## src/rtl/time_set_controller.sv

```systemverilog
// Run/set sequencer for the hh:mm:ss counter chain: 1 s tick prescaler, button-driven field editing, load strobe.
// Optional build macro AUTO_REPEAT_EN adds hold-to-repeat on inc/dec while editing.
module time_set_controller #(
  parameter int TICK_DIV   = 50000000,
  parameter int REPEAT_DLY = 25000000,
  parameter int REPEAT_PER = 5000000
) (
  input  logic       clk,
  input  logic       reset,
  input  logic       mode_btn,
  input  logic       inc_btn,
  input  logic       dec_btn,
  input  logic [5:0] hh_in,
  input  logic [5:0] mm_in,
  input  logic [5:0] ss_in,
  output logic       tick,
  output logic       load,
  output logic [5:0] hh_set,
  output logic [5:0] mm_set,
  output logic [5:0] ss_set,
  output logic [1:0] mode,
  output logic       blink
);

  typedef enum logic [1:0] {
    RUN    = 2'd0,
    SET_HH = 2'd1,
    SET_MM = 2'd2,
    SET_SS = 2'd3
  } state_t;

  localparam int PW = $clog2(TICK_DIV);
  localparam int BW = $clog2(TICK_DIV / 2);
  localparam logic [PW-1:0] PRESC_LAST = PW'(TICK_DIV - 1);
  localparam logic [BW-1:0] BLINK_LAST = BW'(TICK_DIV / 2 - 1);

  if (TICK_DIV < 4 || (TICK_DIV % 2) != 0 || REPEAT_DLY < 1 || REPEAT_PER < 1) begin : g_param_check
    $error("time_set_controller: illegal parameter set");
  end

  state_t        r_state;
  logic          r_tick;
  logic          r_load;
  logic          r_blink;
  logic [5:0]    r_hh;
  logic [5:0]    r_mm;
  logic [5:0]    r_ss;
  logic [PW-1:0] r_presc;
  logic [BW-1:0] r_blink_cnt;
  logic          r_mode_hist;
  logic          r_inc_hist;
  logic          r_dec_hist;

  logic w_mode_press;
  logic w_inc_press;
  logic w_dec_press;
  logic w_step;
  logic w_step_up;

  assign w_mode_press = mode_btn & ~r_mode_hist;
  assign w_inc_press  = inc_btn & ~r_inc_hist;
  assign w_dec_press  = dec_btn & ~r_dec_hist;

`ifdef AUTO_REPEAT_EN
  logic [31:0] r_rpt_cnt;
  logic        r_rpt_armed;
  logic        w_rpt_hold;
  logic        w_rpt_fire;
  logic [31:0] w_rpt_target;

  // Only a steady single-button hold counts; a fresh press starts the count from zero.
  assign w_rpt_hold   = (r_state != RUN) && !w_mode_press && (inc_btn ^ dec_btn)
                        && !w_inc_press && !w_dec_press;
  assign w_rpt_target = r_rpt_armed ? 32'(REPEAT_PER) : 32'(REPEAT_DLY);
  assign w_rpt_fire   = w_rpt_hold && ((r_rpt_cnt + 32'd1) == w_rpt_target);

  always_ff @(posedge clk or negedge reset) begin
    if (!reset) begin
      r_rpt_cnt   <= 32'd0;
      r_rpt_armed <= 1'b0;
    end else if (!w_rpt_hold) begin
      r_rpt_cnt   <= 32'd0;
      r_rpt_armed <= 1'b0;
    end else if (w_rpt_fire) begin
      r_rpt_cnt   <= 32'd0;
      r_rpt_armed <= 1'b1;
    end else begin
      r_rpt_cnt   <= r_rpt_cnt + 32'd1;
    end
  end

  assign w_step    = (w_inc_press ^ w_dec_press) | w_rpt_fire;
  assign w_step_up = w_inc_press | (w_rpt_fire & inc_btn);
`else
  assign w_step    = w_inc_press ^ w_dec_press;
  assign w_step_up = w_inc_press;
`endif

  function automatic logic [5:0] step_field(input logic [5:0] v, input logic [5:0] maxv,
                                            input logic up);
    if (v > maxv)  return 6'd0;
    else if (up)   return (v == maxv) ? 6'd0 : v + 6'd1;
    else           return (v == 6'd0) ? maxv : v - 6'd1;
  endfunction

  always_ff @(posedge clk or negedge reset) begin
    if (!reset) begin
      r_state     <= RUN;
      r_tick      <= 1'b0;
      r_load      <= 1'b0;
      r_blink     <= 1'b0;
      r_hh        <= 6'd0;
      r_mm        <= 6'd0;
      r_ss        <= 6'd0;
      r_presc     <= '0;
      r_blink_cnt <= '0;
      r_mode_hist <= 1'b0;
      r_inc_hist  <= 1'b0;
      r_dec_hist  <= 1'b0;
    end else begin
      r_mode_hist <= mode_btn;
      r_inc_hist  <= inc_btn;
      r_dec_hist  <= dec_btn;
      r_tick      <= 1'b0;
      r_load      <= 1'b0;

      if (r_state == RUN) begin
        r_blink <= 1'b0;
        if (w_mode_press) begin
          r_state     <= SET_HH;
          r_hh        <= hh_in;
          r_mm        <= mm_in;
          r_ss        <= ss_in;
          r_presc     <= '0;
          r_blink     <= 1'b1;
          r_blink_cnt <= '0;
        end else if (r_presc == PRESC_LAST) begin
          r_presc <= '0;
          r_tick  <= 1'b1;
        end else begin
          r_presc <= r_presc + PW'(1);
        end
      end else if (w_mode_press) begin
        // Mode has priority over edits on the same edge.
        r_blink     <= 1'b1;
        r_blink_cnt <= '0;
        case (r_state)
          SET_HH:  r_state <= SET_MM;
          SET_MM:  r_state <= SET_SS;
          default: begin
            r_state <= RUN;
            r_load  <= 1'b1;
            r_blink <= 1'b0;
            r_presc <= '0;
          end
        endcase
      end else if (w_step) begin
        case (r_state)
          SET_HH:  r_hh <= step_field(r_hh, 6'd23, w_step_up);
          SET_MM:  r_mm <= step_field(r_mm, 6'd59, w_step_up);
          default: r_ss <= step_field(r_ss, 6'd59, w_step_up);
        endcase
        r_blink     <= 1'b1;
        r_blink_cnt <= '0;
      end else if (r_blink_cnt == BLINK_LAST) begin
        r_blink     <= ~r_blink;
        r_blink_cnt <= '0;
      end else begin
        r_blink_cnt <= r_blink_cnt + BW'(1);
      end
    end
  end

  assign tick   = r_tick;
  assign load   = r_load;
  assign hh_set = r_hh;
  assign mm_set = r_mm;
  assign ss_set = r_ss;
  assign mode   = r_state;
  assign blink  = r_blink;

endmodule

```

## config.mk

```make
export PLATFORM = sky130hd
export DESIGN_NAME = time_set_controller
export DESIGN_NICKNAME = d
export VERILOG_FILES = /design/src/rtl/time_set_controller.sv
export SDC_FILE = /design/constraint.sdc
export NUM_CORES = 1
export LEC_CHECK = 0
export CAP_MARGIN = 20
export CORE_MARGIN = 2
export CORE_UTILIZATION = 30
export CTS_BUF_LIST = sky130_fd_sc_hd__clkbuf_2
export DETAILED_ROUTE_END_ITERATION = 6
export MAX_ROUTING_LAYER = met4
export PLACE_DENSITY = 0.5
export SYNTH_ARGS = -nofsm -noshare
export SYNTH_HDL_FRONTEND = slang
export SYNTH_SLANG_ARGS = --single-unit
```

## constraint.sdc

```tcl
create_clock -name clk -period 2.5 [get_ports clk]
set_clock_uncertainty 0.05 [all_clocks]
set_input_delay 0.25 -clock clk [delete_from_list [all_inputs] [get_ports clk]]
set_output_delay 0.25 -clock clk [all_outputs]
set_load 0.05 [all_outputs]
```

==> metrics.md <==
| Metric | Value |
|---|---|
| Status | `complete, no violations` |
| Mapped Nets | `roughly 640` |
| Leakage | `2.35 nW` |
| Die H | `between 100 and 150 microns` |
| Switching power | `roughly 3 mW` |
| Util after Layout | `a little over a third` |
| Area Overhead vs Synth | `19.8%` |
| Sequential fraction of the synthesis area | `38.6%` |
| Core area | `~16000 sq um` |
| PortBufs | `45` |
| Signal arrival time at the worst endpoint | `2810 ps` |
| Die width | `between 100 and 150 microns` |
| Clock sink count | `77` |
| Slew @ Worst Pin | `807 ps` |
| TritonCTS buffer count | `9` |
| Layout cell share with drive strength beyond 1 | `8.52%` |
| Slew margin rel. | `between 40% and 50%` |
| Post-Syn Area | `roughly 5000 sq um` |
| Clock Latency Late Sink | `slightly below 600 ps` |
| FF/Latch Area | `around 1900 sq um` |
| Worst Path Max Fanout | `13` |
| CTS tree | `yes` |
| GPL Wtd Cong | `approximately 0.85` |
| Dpl hpwl | `between 9000 and 10000 microns` |
| WL per Instance | `~16 microns` |
| Starting Density | `between 30% and 40%` |
| Diode count | `0` |
| Hold Path Class | `in -> async` |
| H-tree Lvls | `3` |
| Worst-path clk slew | `220 ps` |
| Peak VDD IR | `between 0.5 and 0.6 mV` |
| Asr flop ratio synth | `100%` |
| Combinational group share of total power | `about 55%` |
| Setup_tns | `0 ps` |
| Seq cells post-synth | `between 70 and 80` |
| Power share of the clock group | `a little over an eighth` |
| Clock Path Buffers | `2` |
| Routed WL | `13600 microns` |
| Pwr Density | `approximately 1000 nW/um^2` |
| Global-route wire length before repair | `around 23000 microns` |
| Worst path bufs/invs | `0` |
| Drt drc | `0` |
| Largest stage delay, worst path | `between 500 and 600 ps` |
| Area of the multi-input gates | `approximately 2800 sq um` |
| R2R setup slack | `140 ps` |
| Final clock period utilization by the worst path | `between 90% and 100%` |
| CP Capture Type | `flip-flop` |
| Die area | `17700 sq um` |
| Core Rows | `47` |
| Clock Tree Root | `clkbuf_2` |
| Switching Fraction | `between 40% and 50%` |
| RSZ-0062 raised after global routing | `no` |
| Initial antenna violation count | `0` |
| Setup-failing EPs final | `0` |
| Max Cap Viol | `0` |
| Startpoint types | `flip-flop` |
| Synthesis Warnings | `0` |
| DR iter-0 viols | `~270` |
| Via density | `~5.4` |
| Slew Limit Fails | `0` |
| Commonest non-fill, non-tap cell in the layout | `dfrtp_1` |
| Critical path, cell by cell | `or4b_1 > nor4_2 > a211o_1 > nor3_1 > o31a_1` |
| Cell family with most CP delay | `simple AND/OR/NAND/NOR gates` |
| Io pins | `46` |
| Worst flop-to-flop path endpoint | `r_blink_cnt[10]` |
| Fmax | `approximately 420 MHz` |
| Final hold violation count | `0` |
| Post-layout min period | `between 2000 and 2500 ps` |
| Seq pwr share | `about a third` |
| Vias in the first global route | `around 4500` |
| Internal Power | `~3 mW` |
| Distinct cell type count after synthesis | `64` |
| Slowest cell on the critical path | `or4b_1` |
| GRT Overall Usage | `16.5%` |
| Fillcell total | `about 1600` |
| Layout net count | `689` |
| Syn Area/Cell | `between 8 and 9 sq um` |
| Detail Route Antenna Nets | `0` |
| Vias | `around 4700` |
| Number of synthesized flops with an enable pin | `0` |
| TritonRoute pass-1 iters | `5` |
| Top_reg_cell synth | `dfrtp_1` |
| Gr ovfl total | `0` |
| Setup Crit Path Kind | `reg -> reg` |
| Gate Count Post-Synth | `between 600 and 700` |
| Most frequent cells in the layout | `dfrtp_1 (77), nand2_1 (61), nor2_1 (52), nand3_1 (41), clkdlybuf4s50_1 (39)` |
| Largest net degree at the start of global routing | `around 40` |
| Worst r2r path cells | `5` |
| Req. time, crit path | `2950 ps` |
| Reg2reg start | `r_blink_cnt[9]` |
metrics by stage:
stage                     std cells  area (sq um)  hold slack (ps)  worst slack [ps]  power, mW
after detailed placement        858          5810              221               126       5.24
after CTS                       876          5960             10.8              14.9       6.05
after floorplan                 601          4990            -95.6               124       4.10
after global placement          858          5810              226               165       5.19
after global routing            877          5980             71.1              31.1       6.47
final                           877          5980              104               140       6.00
routing by layer:
layer	vias up	track usage (%)	wire length [microns]
li1	2337	-	-
met1	2268	21.6	6450
met2	108	25.4	6310
met3	25	3.60	557
met4	0	5.62	307
met5	-	-	0
worst max path at each step:
stage,from,to,depth (start not counted)
after floorplan,mode[0],hh_set[5],7
after global placement,dec_btn,r_blink_cnt[7],6
after detailed placement,dec_btn,r_blink_cnt[8],6
after CTS,ss_set[3],ss_set[3],1
after global routing,hh_set[2],hh_set[2],1
final,r_blink_cnt[9],r_blink_cnt[10],5
cell families after synthesis:
kind of cell,after synthesis,share of synthesized area [%]
XOR/XNOR,20,3.51
flip-flops,77,38.6
multiplexers,2,0.426
AO/OA/AOI/OAI,163,21.4
buffers and inverters,57,4.44
AND/OR/NAND/NOR,268,28.1
adder cells (fa/ha/maj),14,3.51
flip-flops by register name, summed over array words and instances, names as in the netlist:
name,cells
r_presc,26
r_blink_cnt,25
hh_set,6
mm_set,6
ss_set,6
mode,2
blink,1
load,1
r_dec_hist,1
r_inc_hist,1
r_mode_hist,1
tick,1
cells in the mapped netlist, types with 5 or more instances:
cell type / number / area (sq um)
inv_1: 23 / 86.3
o21ai_0: 31 / 155
and2_1: 5 / 31.3
a22oi_1: 6 / 45.0
nand3_1: 41 / 205
and4_1: 7 / 61.3
xnor2_1: 16 / 140
nor2_1: 52 / 195
nand2_1: 61 / 229
dfrtp_1: 77 / 1930
a21oi_1: 31 / 155
o31ai_1: 6 / 45.0
a22o_1: 9 / 78.8
o22ai_1: 5 / 31.3
nor2b_1: 10 / 62.6
clkbuf_1: 27 / 101
nand4_1: 16 / 100
a41oi_1: 5 / 43.8
nor3_1: 14 / 70.1
and3_1: 10 / 62.6
or3_1: 13 / 81.3
ha_1: 14 / 175
nor4_1: 12 / 75.1
a31oi_1: 32 / 200
nand2b_1: 7 / 43.8
power by group through the flow:
stage	registers [mW]	logic [mW]	clock network (mW)
2_1_floorplan	2.29	1.82	0
3_3_place_gp	1.93	3.26	0
3_5_place_dp	1.94	3.29	0
4_1_cts	1.92	3.30	0.839
5_1_grt	1.98	3.60	0.890
6_report	1.91	3.28	0.804
worst reg2reg max path, cell delays in order, from the launching register on:
cell     delay (ps)
dfrtp_1         470
or4b_1          560
nor4_2          360
a211o_1         440
nor3_1          110
o31a_1          290
what timing repair did:
action                                  in CTS  in global routing
cloned                                       0                  0
setup buffers                                0                  0
endpoints found under the hold margin       78                  1
gates resized for setup                      1                  4
hold buffers                                 2                  1
endpoints found under the setup margin       1                  4
pin swaps                                    0                  0
final cells by class:
type | count | share of cell area, %
Clock buffer | 11 | 0.921
Clock inverter | 5 | 1.26
Inverter | 24 | 1.51
Multi-Input combinational cell | 467 | 47.6
Sequential cell | 77 | 32.2
Tap cell | 220 | 4.60
Timing Repair Buffer | 73 | 11.9
Note: power is estimated with default switching activity, not from simulation.
